<file path="src/rtl/hazard_stall_controller.sv">
// Hazard sequencer for the 5-stage MIPS pipeline: load-use and mul/div stalls,
// taken-branch flushes, mul/div busy tracking and saturating stall/flush counters.
module hazard_stall_controller #(
    parameter int REG_W      = 5,
    parameter int MD_LATENCY = 4,
    parameter int CNT_W      = 16
) (
    input  logic             clk,
    input  logic             reset,
    input  logic             id_valid,
    input  logic [REG_W-1:0] id_rs,
    input  logic [REG_W-1:0] id_rt,
    input  logic             id_uses_rt,
    input  logic             id_uses_md,
    input  logic             ex_memread,
    input  logic [REG_W-1:0] ex_rd,
    input  logic             branch_taken,
    input  logic             md_start,
    output logic             pc_write,
    output logic             ifid_write,
    output logic             ifid_flush,
    output logic             idex_bubble,
    output logic             md_busy,
    output logic             md_state,
    output logic [CNT_W-1:0] stall_count,
    output logic [CNT_W-1:0] flush_count
);

    typedef enum logic {
        MD_IDLE = 1'b0,
        MD_BUSY = 1'b1
    } md_state_t;

    localparam logic [3:0] MD_LOAD = 4'(MD_LATENCY);
    localparam logic [CNT_W-1:0] CNT_ONE = CNT_W'(1);

    md_state_t  state_reg, state_next;
    logic [3:0] md_cnt_reg, md_cnt_next;

    logic load_use;
    logic md_hazard;
    logic rs_match;
    logic rt_match;

    // ------------------------------------------------------------------
    // Mul/div FSM: state register
    // ------------------------------------------------------------------
    always_ff @(posedge clk or posedge reset) begin
        if (reset) begin
            state_reg  <= MD_IDLE;
            md_cnt_reg <= 4'd0;
        end else begin
            state_reg  <= state_next;
            md_cnt_reg <= md_cnt_next;
        end
    end

    // ------------------------------------------------------------------
    // Mul/div FSM: next-state logic
    // ------------------------------------------------------------------
    always_comb begin
        state_next  = state_reg;
        md_cnt_next = md_cnt_reg;
        case (state_reg)
            MD_IDLE: begin
                if (md_start) begin
                    state_next  = MD_BUSY;
                    md_cnt_next = MD_LOAD;
                end
            end
            MD_BUSY: begin
                // A second issue while busy restarts the window rather than queueing.
                if (md_start) begin
                    md_cnt_next = MD_LOAD;
                end else if (md_cnt_reg == 4'd1) begin
                    state_next  = MD_IDLE;
                    md_cnt_next = 4'd0;
                end else begin
                    md_cnt_next = md_cnt_reg - 4'd1;
                end
            end
            default: begin
                state_next  = MD_IDLE;
                md_cnt_next = 4'd0;
            end
        endcase
    end

    // ------------------------------------------------------------------
    // Mul/div FSM: outputs
    // ------------------------------------------------------------------
    always_comb begin
        md_busy  = (state_reg == MD_BUSY);
        md_state = state_reg;
    end

    // ------------------------------------------------------------------
    // Hazard detection
    // ------------------------------------------------------------------
    always_comb begin
        rs_match  = (ex_rd == id_rs);
        rt_match  = id_uses_rt && (ex_rd == id_rt);
        load_use  = id_valid && ex_memread && (ex_rd != '0) && (rs_match || rt_match);
        md_hazard = id_valid && id_uses_md && md_busy;
    end

    // Taken branch wins: the stalled ID instruction is squashed by the flush anyway.
    always_comb begin
        pc_write    = 1'b1;
        ifid_write  = 1'b1;
        ifid_flush  = 1'b0;
        idex_bubble = 1'b0;
        if (branch_taken) begin
            ifid_flush  = 1'b1;
            idex_bubble = 1'b1;
        end else if (load_use || md_hazard) begin
            pc_write    = 1'b0;
            ifid_write  = 1'b0;
            idex_bubble = 1'b1;
        end
    end

    // ------------------------------------------------------------------
    // Saturating performance counters: 0 = stall cycles, 1 = flush cycles
    // ------------------------------------------------------------------
    logic [1:0]       perf_evt;
    logic [CNT_W-1:0] perf_reg [2];

    always_comb begin
        perf_evt[0] = ~pc_write;
        perf_evt[1] = ifid_flush;
    end

    genvar gi;
    generate
        for (gi = 0; gi < 2; gi++) begin : g_perf
            always_ff @(posedge clk or posedge reset) begin
                if (reset) begin
                    perf_reg[gi] <= '0;
                end else if (perf_evt[gi] && (perf_reg[gi] != '1)) begin
                    perf_reg[gi] <= perf_reg[gi] + CNT_ONE;
                end
            end
        end
    endgenerate

    assign stall_count = perf_reg[0];
    assign flush_count = perf_reg[1];

endmodule

</file>
<file path="config.mk">
export PLATFORM = sky130hd
export DESIGN_NAME = hazard_stall_controller
export DESIGN_NICKNAME = d
export VERILOG_FILES = /design/src/rtl/hazard_stall_controller.sv
export SDC_FILE = /design/constraint.sdc
export NUM_CORES = 1
export LEC_CHECK = 0
export CORE_UTILIZATION = 35
export CTS_CLUSTER_SIZE = 10
export DETAILED_ROUTE_END_ITERATION = 16
export HOLD_SLACK_MARGIN = 0.12
export PLACE_DENSITY = 0.64
export SLEW_MARGIN = 25
export SYNTH_ARGS = -nofsm -noshare
export SYNTH_HDL_FRONTEND = slang
export SYNTH_SLANG_ARGS = --single-unit
</file>
<file path="constraint.sdc">
create_clock -name clk -period 2.2 [get_ports clk]
set_input_delay 0.22 -clock clk [delete_from_list [all_inputs] [get_ports clk]]
set_output_delay 0.22 -clock clk [all_outputs]
set_load 0.05 [all_outputs]
</file>
== After elaboration in Yosys (flattened, before gate mapping) ==
Index checks and enable logic that the tools add are counted.

* Add/sub/neg operators: 3
* Equal/unequal tests: 6
* Mux-type cells: 13
* Bitwise gates (word level): 2
* Reductions and logical operators: 11

{| class="wikitable"
|+ Operators with widths
! cell !! number
|-
| $add A16 B1 Y16 const B || 2
|-
| $ne A16 B16 Y1 const B || 2
|-
| $mux W4 || 3
|-
| $eq A5 B5 Y1 || 2
|-
| $logic_and A1 B1 Y1 || 8
|-
| $mux W1 || 8
|-
| $pmux W4 S2 || 1
|-
| $reduce_bool A5 Y1 || 1
|-
| $eq A4 B1 Y1 const B || 1
|-
| $sub A4 B1 Y4 const B || 1
|-
| $logic_or A1 B1 Y1 || 2
|-
| $ne A2 B2 Y1 const B || 1
|-
| $not A1 Y1 || 2
|-
| $pmux W1 S2 || 1
|}

* Register bits: 37
* Input port bits: 23
* Output and inout bits: 38
* Word-level logic and storage cells: 39

== Longest topological paths before layout ==
Gate-level depths: netlist (run 1).

* Word-level depth: 9
* Gate-level depth with buffers: 7
* Mapped depth without buffers: 7

== Least setup slack after synthesis (run 1) ==
No wires, ideal clock.

* Kind: register -> register
* Start: register perf_reg (netlist bit flush_count[9])
* End: register perf_reg (netlist bit flush_count[1])
* Setup time: 125 ps
* Arrival: 1977 ps
* Data required time: 2075 ps
* Slack: 99 ps
* Stages on the path, launching flop included: 7
* Buffers on the path: 1
* Period minus slack after synthesis: 2101 ps
* Cell sequence: dfrtp_1 nand4_1 nor2_1 nand3_1 o31a_1 clkbuf_1 mux2_2

* Word-level cells in the longest chain between the ends: 2

{| class="wikitable"
|+ RTL lines
! what !! RTL line !! RTL
|-
| start, declared || 127 || <nowiki>logic [CNT_W-1:0] perf_reg [2];</nowiki>
|-
| start signal, assigned by index || 141 || <nowiki>perf_reg[gi] <= perf_reg[gi] + CNT_ONE;</nowiki>
|-
| $ne A16 B16 Y1 || 140 || <nowiki>end else if (perf_evt[gi] && (perf_reg[gi] != '1)) begin</nowiki>
|-
| $logic_and A1 B1 Y1 || 140 ||
|}

Every way passes these cells.
A chain may end at the register's enable or synchronous reset.

== Worst setup path after layout (run 1) ==
* Start: input port ex_rd[0]
* End: output port pc_write

* Word-level cells in the longest chain between the ends: 7
* Elaborated cells between the ends (all ways): 10
* Classes of those cells: 2 x eq/ne; 2 x mux; 6 x reduce/logical

{| class="wikitable"
|+ RTL lines
! what !! RTL line !! RTL
|-
| start, declared || 16 || <nowiki>input logic [REG_W-1:0] ex_rd,</nowiki>
|-
| $eq A5 B5 Y1 || 102 || <nowiki>rt_match = id_uses_rt && (ex_rd == id_rt);</nowiki>
|-
| $logic_and A1 B1 Y1 || 102 ||
|-
| $logic_or A1 B1 Y1 || 103 || <nowiki>load_use = id_valid && ex_memread && (ex_rd != '0) && (rs_match || rt_match);</nowiki>
|-
| $logic_and A1 B1 Y1 (*) || 103 ||
|-
| $logic_or A1 B1 Y1 (*) || 116 || <nowiki>end else if (load_use || md_hazard) begin</nowiki>
|-
| $mux W1 (*) || 116 ||
|-
| $mux W1 (*) || 113 || <nowiki>if (branch_taken) begin</nowiki>
|-
| end, declared || 19 || <nowiki>output logic pc_write,</nowiki>
|}

Mark *: on every way between the ends. The rest lies on a longest branch, timed or not.

==> impl_metrics.tcl, run 1 <==
set metrics [dict create \
    synthCells 196 \
    final_area_um2 2850 \
    r2r_slack_ns 0.26 \
    antenna_left 0 \
    initial_core_util_pct 36.1 \
    hold_violations 0 \
    yosysUniqueCellTypes 40 \
    synth_edf_count 0 \
    finalSetupTns_ns 0 \
    cts.sinks 37 \
    synth_compound_gate_area_share_pct 7.08 \
    drive_above_1_share_pct 12.6 \
    grt_max_degree 38 \
    crit_path_max_fanout 6 \
    status "finished clean" \
    cts_tree "built" \
    htree_num_levels 2 \
    crit_path_start_kind "input port" \
    coreArea_um2 5470 \
    first_iter_violations 95 \
    endpoint "pc_write" \
    power_uw 2620 \
    peakVddDrop_mv 0.654 \
    maxCapViolCount 0 \
    finalSetupViolations 0 \
    io_pins 61 \
    placed_area_um2 2710 \
    fp.dieW_um 77.2 \
    synthMuxAreaShare_pct 1.33 \
    required_ns 1.98 \
    die_h_um 77.2 \
    rows 27 \
    synthAdderAreaFrac_pct 2.53 \
    grt_pass1_wl_um 7400 \
    r2r_cells 6 \
    antennaDiodeCount 0 \
    worstSetupStartpoint "ex_rd[0]" \
    cp.arrival_ns 1.92 \
    r2r-end "stall_count[15]$_DFFE_PP0P_" \
    synthXorXnorAreaFrac_pct 16.8 \
    first_global_vias 1603 \
    hold_path_class "in -> async" \
    ys_seq_area_share_pct 46.8 \
    overflow 0 \
    criticalPathCategory "in -> out" \
    ys_ff_latch 37 \
    setup_slack_ns 0.0644 \
    maxSlewViolCount 0 \
    avgSynthCellArea_um2 10.1 \
    path_clk_slew_ns 0.07 \
    synth_fp_nets 223 \
    pre_cts_slack_ns -0.0808 \
    fin_skew_ns 0.00530 \
    slew-limit-headroom_pct 66.4 \
    critPathCaptureType "primary output" \
    synthSimpleGateAreaFrac_pct 21.6 \
    vias_per_cell 4.81 \
    drc 0 \
    max_freq_mhz 468 \
    synth_top_family_by_area "simple AND/OR/NAND/NOR gates" \
    rr_startpoint "stall_count[14]$_DFFE_PP0P_" \
    finalNetCount 296 \
    p_leak_uw 0.00120 \
    cts_inserted_buffers 5 \
    syn_area_um2 1980 \
    area_growth_pct 44.3 \
    power_density_nw_per_um2 917 \
    synthFlopType "dfrtp_1" \
    wirelength_um 4400 \
    dieArea_um2 5960 \
    cts-root-buf "clkbuf_8" \
    port_buffers 60 \
    grt_use_total_pct 15.8 \
    antenna_found_initial 0 \
    yosysWarningCount 0 \
    async_flop_share_pct 100 \
    period_share_pct 97.1 \
    gp_congestion 0.757 \
    worst_slew_pin_slew_ns 0.502 \
    whs_ns 0.335 \
    finalCriticalPeriod_ns 2.14 \
    insertion_delay_ns 0.28 \
    dpl.hpwl_um 3240 \
    via_count 1646 \
    drt_first_pass_iters 4 \
    clock_path_buffers 2 \
    routedWlPerCell_um 12.9 \
]
==> cells by family after synthesis <==
| family | after synthesis |
|---|---|
| buf+inv | 13 |
| flops | 37 |
| mux | 2 |
| xor+xnor | 38 |
| compound gates | 20 |
| fa+ha+maj | 4 |
| simple gates | 82 |
==> final cells by class <==
type | instances | area [um^2]
Clock inverter | 1 | 30.0
Fill cell | 521 | 2620
Tap cell | 72 | 90.1
Clock buffer | 7 | 86.3
Sequential cell | 37 | 926
Multi-Input combinational cell | 146 | 980
Timing Repair Buffer | 72 | 708
Inverter | 7 | 33.8
==> Yosys cell counts (2+ instances only) <==
cell type	instances	share of area [%]
nand4_1	9	2.8
ha_1	4	2.5
a31oi_1	2	0.63
xor2_1	10	4.4
buf_4	4	1.5
nand2b_1	2	0.63
nand2_1	17	3.2
a21oi_1	6	1.5
inv_1	6	1.1
and3_1	2	0.63
xnor2_1	28	12
nor3b_1	2	0.76
or4_1	2	0.76
o21ai_0	3	0.76
nor2_1	15	2.8
nor3_1	6	1.5
nor2b_1	2	0.63
dfrtp_1	37	47
nand3_1	18	4.6
==> per-stage QoR <==
stage / instances / utilization, %
3_5_place_dp: 331 / 49.5
5_1_grt: 342 / 52.1
2_1_floorplan: 196 / -
3_3_place_gp: 331 / 49.5
4_1_cts: 339 / 51.6
6_report: 342 / 52.1
==> worst min-delay path by stage <==
| stage | end | depth (start not counted) |
|---|---|---|
| after detailed placement | flush_count[13]$_DFFE_PP0P_ | 1 |
| after global routing | flush_count[10]$_DFFE_PP0P_ | 3 |
| after global placement | flush_count[13]$_DFFE_PP0P_ | 1 |
| after CTS | flush_count[10]$_DFFE_PP0P_ | 3 |
| after floorplan | md_cnt_reg[0]$_DFFE_PP0P_ | 1 |
| final | flush_count[10]$_DFFE_PP0P_ | 3 |
==> metal layers <==
metal / share of wire, % / track usage, %
met1: 49 / 21.8
met5: 0 / 0
met3: 6.6 / 5.12
met2: 44 / 23.8
met4: 0.34 / 4.15
==> cell usage in the layout (no fill, tap or decap), drive strengths merged, types with 2 or more instances in the layout <==
cell / instances
nor3: 6
clkdlybuf4s50: 55
a31oi: 2
xor2: 10
nand2: 17
clkbuf: 7
nand2b: 2
buf: 16
and3: 3
nand4: 9
nand3: 18
nor2b: 2
inv: 7
nor2: 17
ha: 4
or4: 2
a21oi: 6
mux2: 2
nor3b: 2
dfrtp: 37
o21ai: 3
a21o: 2
xnor2: 28
==> power breakdown <==
group	total, uW	switching [uW]	internal [uW]	leakage, uW
registers	966	156	810	0.000476
clock network	604	235	370	0.0000585
logic	1050	637	408	0.000662
==> worst max-delay path, cell delays in order <==
cell	delay, ns
clkdlybuf4s50_1	0.43
or4_4	0.55
o211ai_2	0.20
nor2_2	0.05
a21o_4	0.24
inv_8	0.08
buf_12	0.13
==> repair_timing <==
| item | in CTS | in global routing |
|---|---|---|
| setup endpoints to repair | 0 | 2 |
| hold buffers | 0 | 0 |
| resized for setup | 0 | 3 |
| setup buffers | 0 | 3 |
Power figures use the tool's default switching activity.
==> inputs of run 2 (changes only) <==
--- a/config.mk
+++ b/config.mk
@@ -5,6 +5,7 @@
 export SDC_FILE = /design/constraint.sdc
 export NUM_CORES = 1
 export LEC_CHECK = 0
+export CORE_ASPECT_RATIO = 0.9
 export CORE_UTILIZATION = 35
 export CTS_CLUSTER_SIZE = 10
 export DETAILED_ROUTE_END_ITERATION = 16
==> run 2 against run 1 <==
Net effect: hold slack got worse by 0.0025 ns; highest routed layer unchanged; clock skew down 0.0011 ns; critical path type unchanged; combinational power hardly changed; first-iteration DRC count down 25%; sequential share of layout area grew 0.27 points; clock power shrank 15%; routed wire length down 2.9%; setup slack gained 0.029 ns.
==> impl_metrics.tcl, run 2 (synthesis results as in run 1) <==
set metrics [dict create \
    overflow 0 \
    rsz0062_at_grt "no" \
    first_global_vias 1625 \
    worst_slew_pin_slew_ns 0.514 \
    htree_num_levels 2 \
    drive_above_1_share_pct 13.0 \
    required_ns 1.98 \
    slew-limit-headroom_pct 65.6 \
    hold_path_class "in -> async" \
    setup_slack_ns 0.0935 \
    port_buffers 60 \
    rows 25 \
    clock_path_buffers 2 \
    cp.arrival_ns 1.89 \
    final_core_util_pct 52.9 \
    antennaDiodeCount 0 \
    whs_ns 0.333 \
    dpl.hpwl_um 3220 \
    grt_pass1_wl_um 7360 \
    finalNetCount 296 \
    rr_startpoint "stall_count[10]$_DFFE_PP0P_" \
    cts-root-buf "clkbuf_8" \
    maxCapViolCount 0 \
    cts.sinks 37 \
    period_share_pct 95.7 \
    io_pins 61 \
    swShare_pct 40.7 \
    power_frac_clock_pct 20.3 \
    drc 0 \
    max_freq_mhz 475 \
    p_leak_uw 0.00118 \
    path_clk_slew_ns 0.07 \
    power_switching_uw 1030 \
    peakVddDrop_mv 0.690 \
    crit_path_max_fanout 5 \
    crit_path_start_kind "input port" \
    grt_max_degree 38 \
    dieArea_um2 5960 \
    r2r_slack_ns 0.26 \
    p_comb_share_pct 41.1 \
    r2r_cells 6 \
    initial_core_util_pct 37.0 \
    finalCriticalPeriod_ns 2.11 \
    power_uw 2540 \
    finalSetupTns_ns 0 \
    r2r-end "stall_count[15]$_DFFE_PP0P_" \
    final_cell_mix "clkdlybuf4s50_1 (56), dfrtp_1 (37), xnor2_1 (28)" \
    die_h_um 73.3 \
    wirelength_um 4270 \
    p_int_uw 1500 \
    antenna_left 0 \
    routedWlPerCell_um 12.7 \
    power_density_nw_per_um2 896 \
    pre_cts_slack_ns -0.0317 \
    critPathCaptureType "primary output" \
    status "finished clean" \
    hold_buffers 0 \
    area_growth_pct 43.1 \
    cts_tree "built" \
    via_count 1635 \
    criticalPathCategory "in -> out" \
    cts_inserted_buffers 5 \
    grt_use_total_pct 16.3 \
    gp_congestion 0.798 \
    fin_skew_ns 0.00420 \
    coreArea_um2 5350 \
    drt_first_pass_iters 4 \
    vias_per_cell 4.85 \
    layout_commonest_cell "clkdlybuf4s50_1" \
    maxSlewViolCount 0 \
    fp.dieW_um 81.2 \
    insertion_delay_ns 0.28 \
    hold_violations 0 \
    first_iter_violations 71 \
    pwr-share-seq_pct 38.5 \
    antenna_found_initial 0 \
    finalSetupViolations 0 \
]
## run 2: area by class of cell
cell class	count	area, um^2
fill	502	2520
multi-input combinational	146	980
sequential	37	926
timing repair buffer	72	706
clock buffer	7	96.3
tap	67	83.8
inverter	7	33.8
clock inverter	1	5.00
## run 2: routing by layer
layer  vias up  part of all wire (%)  global-route usage [%]
met2        47                    47                    25.5
met3         4                   4.4                    4.35
met4         0                  0.89                    6.15
met1       760                    47                    21.4
met5         -                     0                       0
li1        824                     -                       -
## run 2: how the worst max path moves through the flow
stage,start,endpoint,slack (ns)
3_3_place_gp,ex_rd[0],stall_count[1]$_DFFE_PP0P_,-0.02
4_1_cts,ex_rd[0],pc_write,0.07
2_1_floorplan,flush_count[9]$_DFFE_PP0P_,flush_count[1]$_DFFE_PP0P_,0.1
6_report,ex_rd[0],pc_write,0.09
5_1_grt,ex_rd[0],pc_write,0.02
3_5_place_dp,ex_rd[0],stall_count[1]$_DFFE_PP0P_,-0.03
## run 2: per-stage QoR
stage / std cells / instance area (um^2)
finish: 337 / 2830
global route: 337 / 2830
CTS: 335 / 2810
detailed placement: 327 / 2710
global placement: 327 / 2710
floorplan: 196 / 1980
## run 2: power groups by stage
stage / Sequential, uW / Combinational, uW / Clock, uW
floorplan: 1320 / 344 / 0
global placement: 984 / 1030 / 0
detailed placement: 984 / 1040 / 0
CTS: 978 / 1050 / 539
global route: 999 / 1110 / 567
finish: 977 / 1040 / 516
## run 2: critical path, cell delays in order
cell	delay, ns
clkdlybuf4s50_1	0.42
or4_4	0.54
o211ai_2	0.21
nor2_2	0.05
a21o_4	0.24
inv_8	0.07
buf_12	0.13
## run 2: repair_timing
item,CTS,global route
setup buffers,0,2
gates resized for setup,0,2
endpoints found under the setup margin,0,2
==> inputs of run 3 (changes only) <==
--- a/config.mk
+++ b/config.mk
@@ -6,6 +6,7 @@
 export NUM_CORES = 1
 export LEC_CHECK = 0
 export CORE_ASPECT_RATIO = 0.9
+export CORE_MARGIN = 10
 export CORE_UTILIZATION = 35
 export CTS_CLUSTER_SIZE = 10
 export DETAILED_ROUTE_END_ITERATION = 16
==> run 3 against run 2 <==
Net effect: via count fell by 2.8%; clock power rose by 17%; core utilization is 0.35 points lower; setup slack worse by 0.0017 ns; routed wire length is 12% higher; clock skew is 0.0010 ns lower; sequential share of layout area hardly changed; global-route usage fell by 5.8 points; first-iteration DRC count down 14%; total power rose by 3.1%; die area up 52%; sequential power shrank 1%; critical path type unchanged; largest cell class unchanged.
==> impl_metrics.tcl, run 3 (synthesis results as in run 1) <==
set metrics [dict create \
    r2r-end "stall_count[11]$_DFFE_PP0P_" \
    rows 25 \
    status "finished clean" \
    final_area_um2 2830 \
    placed_area_um2 2710 \
    place_inst 327 \
    dieArea_um2 9060 \
    fp.dieW_um 99.2 \
    gp_congestion 0.792 \
    period_share_pct 95.8 \
    slew-limit-headroom_pct 65.9 \
    r2r_slack_ns 0.33 \
    insertion_delay_ns 0.28 \
    cp.arrival_ns 1.89 \
    path_clk_slew_ns 0.07 \
    pwr-share-seq_pct 37.0 \
    vias_per_cell 4.75 \
    crit_path_max_fanout 8 \
    dpl.hpwl_um 3740 \
    finalSetupViolations 0 \
    finalNetCount 294 \
    overflow 0 \
    max_freq_mhz 474 \
    grt_pass1_wl_um 7980 \
    whs_ns 0.343 \
    drc 0 \
    cts_tree "built" \
    cts-root-buf "clkbuf_8" \
    power_density_nw_per_um2 925 \
    nFillCells 502 \
    clock_path_buffers 2 \
    cts.sinks 37 \
    die_h_um 91.3 \
    layout_commonest_cell "clkdlybuf4s50_1" \
    power_switching_uw 1030 \
    hold_buffers 0 \
    final_cell_mix "clkdlybuf4s50_1 (56), dfrtp_1 (37), xnor2_1 (28)" \
    crit_chain "clkdlybuf4s50_1 -> or4_4 -> o211ai_2 -> nor2_2 -> a21o_4 -> inv_6 -> buf_12" \
    required_ns 1.98 \
    io_pins 61 \
    initial_core_util_pct 36.8 \
    via_count 1590 \
    wirelength_um 4790 \
    power_frac_clock_pct 23.1 \
    r2r_cells 6 \
    p_leak_uw 0.00118 \
    cts_setup_buffers 0 \
    antenna_found_initial 0 \
    worstSetupStartpoint "ex_rd[0]" \
    drt_first_pass_iters 4 \
    finalSetupTns_ns 0 \
    htree_num_levels 2 \
    routedWlPerCell_um 14.3 \
    instances_no_fill 335 \
    maxCapViolCount 0 \
    antennaDiodeCount 0 \
    cts_inserted_buffers 5 \
    fin_skew_ns 0.00316 \
    hold_violations 0 \
    cpMaxStageDelayCell "or4_4" \
    maxSlewViolCount 0 \
    first_global_vias 1615 \
    rsz0062_at_grt "no" \
    grt_use_total_pct 10.5 \
    swShare_pct 39.3 \
    finalCriticalPeriod_ns 2.11 \
    drive_above_1_share_pct 11.9 \
    critPathCaptureType "primary output" \
    endpoint "pc_write" \
    port_buffers 60 \
    hold_path_class "in -> async" \
    p_comb_share_pct 39.9 \
    peakVddDrop_mv 0.556 \
    criticalPathCategory "in -> out" \
    p_int_uw 1590 \
    first_iter_violations 61 \
    area_growth_pct 42.9 \
    rr_startpoint "stall_count[10]$_DFFE_PP0P_" \
    antenna_left 0 \
    cpPeakStageDelay_ns 0.55 \
    coreArea_um2 5380 \
    grt_max_degree 38 \
    worst_slew_pin_slew_ns 0.510 \
    crit_path_start_kind "input port" \
]
## run 3: what timing repair did
action,CTS,global route
hold endpoints to repair,0,0
gates resized for setup,0,2
endpoints found under the setup margin,0,5
## run 3: power by group through the flow
stage	clock, uW	combinational (uW)	sequential [uW]
after floorplan	0	344	1320
after global routing	653	1130	988
after detailed placement	0	1060	978
after CTS	627	1060	967
final	604	1040	967
after global placement	0	1040	975
## run 3: how the worst min path moves through the flow
stage	to	slack [ns]
3_3_place_gp	flush_count[6]$_DFFE_PP0P_	0.49
6_report	stall_count[2]$_DFFE_PP0P_	0.34
4_1_cts	flush_count[8]$_DFFE_PP0P_	0.36
2_1_floorplan	md_cnt_reg[0]$_DFFE_PP0P_	0.28
3_5_place_dp	stall_count[9]$_DFFE_PP0P_	0.48
5_1_grt	stall_count[2]$_DFFE_PP0P_	0.40
## run 3: per-layer routing
| layer | global-route usage, % | share of wire, % | vias up | routed length [um] |
|---|---|---|---|---|
| li1 | - | - | 813 | - |
| met1 | 13.6 | 47 | 742 | 2260 |
| met2 | 15.9 | 46 | 31 | 2190 |
| met3 | 3.48 | 6.1 | 4 | 291 |
| met4 | 3.58 | 1.0 | 0 | 49 |
| met5 | 0 | 0 | - | 0 |
## run 3: layout make-up
class	instances	area, um^2	area share [%]
clock buffers	7	86.3	3.05
clock inverters	1	30.0	1.06
inverters	7	31.3	1.11
multi-input cells	146	980	34.6
flip-flops and latches	37	926	32.7
well taps	67	83.8	2.96
repair buffers	70	691	24.4
## run 3: through the flow
stage	total power [uW]	util [%]	setup WS (ns)
4_1_cts	2660	52.5	0.0593
2_1_floorplan	1660	-	0.0987
6_report	2610	52.6	0.0918
3_3_place_gp	2020	50.3	-0.00575
3_5_place_dp	2040	50.3	-0.0424
5_1_grt	2770	52.6	0.0202
## run 3: worst max-delay path: cells and delay by family
kind            cells  cell delay, ns
buf+inv             3            0.66
compound gates      2            0.41
simple gates        2            0.60
==> edit: new RTL, config.mk and constraints of run 3 <==
`CNT_W`: 16 -> 12.
--- a/src/rtl/hazard_stall_controller.sv
+++ b/src/rtl/hazard_stall_controller.sv
@@ -5,3 +5,3 @@
     parameter int MD_LATENCY = 4,
-    parameter int CNT_W      = 16
+    parameter int CNT_W      = 12
 ) (
Ports: changed (resized flush_count and stall_count); port bits go from 61 to 53. No check against the original RTL was run, so the function may have changed too.
==> edit against run 3 <==
Cell count down 15%. Sequential share of layout area is 1.9 points lower. Power decreased by 3.1%. Clock power up 9.8%. Global-route usage down 0.56 points. Sequential cell count down 8. Cell area shrank 17%. Setup slack got worse by 14 ps. Area after synthesis shrank 21%. Count of clock-buffer cells in the layout fell by 2. Wire length is 24% lower. Critical path type unchanged.
==> edit: results (changes against run 3) <==
| Metric | Value |
|---|---|
| Post-CTS setup buffer count | 0 (unchanged) |
| GP Congestion | 0.736 (-7.1%) |
| Final sum of negative setup slack | 0 ps (unchanged) |
| Overall routing resource usage | 9.93% (-0.56 points) |
| Layout Nets | 250 (-15%) |
| Peak supply drop | 0.466 mV (-16%) |
| Most area-consuming cells after synthesis | sky130_fd_sc_hd__dfrtp_1 46%, sky130_fd_sc_hd__xnor2_1 10%, sky130_fd_sc_hd__xor2_1 5.0% |
| Number of global-route vias before repair | 1,387 (-14%) |
| Vias post-DR | 1,337 (-16%) |
| Wire length of the first global-routing pass | 6240 µm (-22%) |
| Clock-pin slew reported for the worst setup and hold paths after clock tree synthesis | 70 ps (about the same) |
| Synth Net Count | 187 (-16%) |
| Crit Path Class | in -> out |
| Initial antenna violation count | 0 (unchanged) |
| Transition time of the tightest slew-check pin | 527 ps (+17.3 ps) |
| Largest net degree at the start of global routing | 30 (-21%) |
| Average routed wire per standard cell | 12.8 µm (-11%) |
| Final clock skew | 6.62 ps (+3.46 ps) |
| Yosys warning total | 0 (unchanged) |
| Cell types with the highest counts after synthesis | 29 x sky130_fd_sc_hd__dfrtp_1, 19 x sky130_fd_sc_hd__nand2_1, 18 x sky130_fd_sc_hd__xnor2_1, 15 x sky130_fd_sc_hd__nand3_1, 12 x sky130_fd_sc_hd__nor2_1 |
| Number of distinct standard cells referenced by the synthesized netlist | 37 (-7.5%) |
| Worst setup slack before clock tree synthesis | -27.3 ps (+15.1 ps) |
| Total clock buffers created by CTS | 5 (unchanged) |
| Number of I/O port buffers | 52 (-13%) |
| Slowest stage cell, crit path | sky130_fd_sc_hd__clkdlybuf4s50_1 |
| Bufs on Longest Clock Path | 2 (unchanged) |
| Biggest fanout along the worst timing path | 7 (-1) |
| Slowest Stage Delay on Critical Path | 420 ps (-130 ps) |
| ANT cells | 0 (unchanged) |
| Worst path arrival time | 1900 ps |
| HPWL after DPL | 2920 µm (-22%) |
| Clock latency of the later-clocked register in the worst-skew pair | 280 ps (about the same) |
| Number of DRC violations after detailed-routing iteration 0 | 19 (-69%) |
| Number of optimization iterations in the first detailed-route pass | 4 (unchanged) |
| H-tree level count | 2 (unchanged) |
| Leakage power figure | 1.00 nW (-15%) |
| Sequential fraction of the synthesis area | 46.3% (-0.48 points) |
| Fraction of registers with async set/reset | 100% (unchanged) |
| Run status | completed |
| Class of the worst hold path | in -> async |
| Fraction of final layout cells with drive strength greater than 1 | 11.2% (-0.78 points) |
| CTS root buf | sky130_fd_sc_hd__clkbuf_8 |
| Post-cts resize count | 0 (unchanged) |
| CP delay by family, top | buffers and inverters |
[edit: kinds of logic after synthesis]
kind of cell	after synthesis	share of synthesized area, %
multiplexers	3	2.08
AO/OA/AOI/OAI	18	8.79
flip-flops	29	46.3
adder cells (fa/ha/maj)	4	3.20
buffers and inverters	12	4.07
XOR/XNOR	27	15.1
AND/OR/NAND/NOR	67	20.4
[edit: through the flow]
stage | area [µm²] | std cells
detailed placement | 2210 | 278
global placement | 2210 | 278
floorplan | 1570 | 160
finish | 2360 | 286
CTS | 2340 | 286
global route | 2360 | 286
[edit: worst min-delay path, delay by kind of cell]
family | cells | cell delay [ps]
buf+inv | 3 | 780
[edit: metal layers]
metal,track usage [%],wire (µm)
met1,11.3,1710
met2,14.9,1520
met3,5.31,355
met4,4.77,58
met5,0,0
[edit: path summary, 6_finish.rpt]
path	cells past startpoint	slack, ps	end	start
max in group asynchronous	3	1610	md_busy$_DFF_PP0_	reset
setup reg to reg	6	370	flush_count[8]$_DFFE_PP0P_	flush_count[4]$_DFFE_PP0P_
hold / removal	3	310	flush_count[3]$_DFFE_PP0P_	reset
setup / recovery	6	80	ifid_write	ex_rd[1]
hold reg to reg	1	510	stall_count[9]$_DFFE_PP0P_	stall_count[9]$_DFFE_PP0P_
min in group clk	1	510	stall_count[9]$_DFFE_PP0P_	stall_count[9]$_DFFE_PP0P_
[edit: cell type report]
class	instances	area, µm²
fillers	421	2050
multi-input cells	119	786
flip-flops and latches	29	726
repair buffers	61	607
well taps	62	77.6
clock buffers	5	68.8
clock inverters	3	65.1
inverters	7	26.3
[edit: power breakdown]
| group | switching, mW | internal (mW) |
|---|---|---|
| logic | 0.651 | 0.393 |
| registers | 0.161 | 0.665 |
| clock network | 0.214 | 0.450 |
| total | 1.03 | 1.51 |
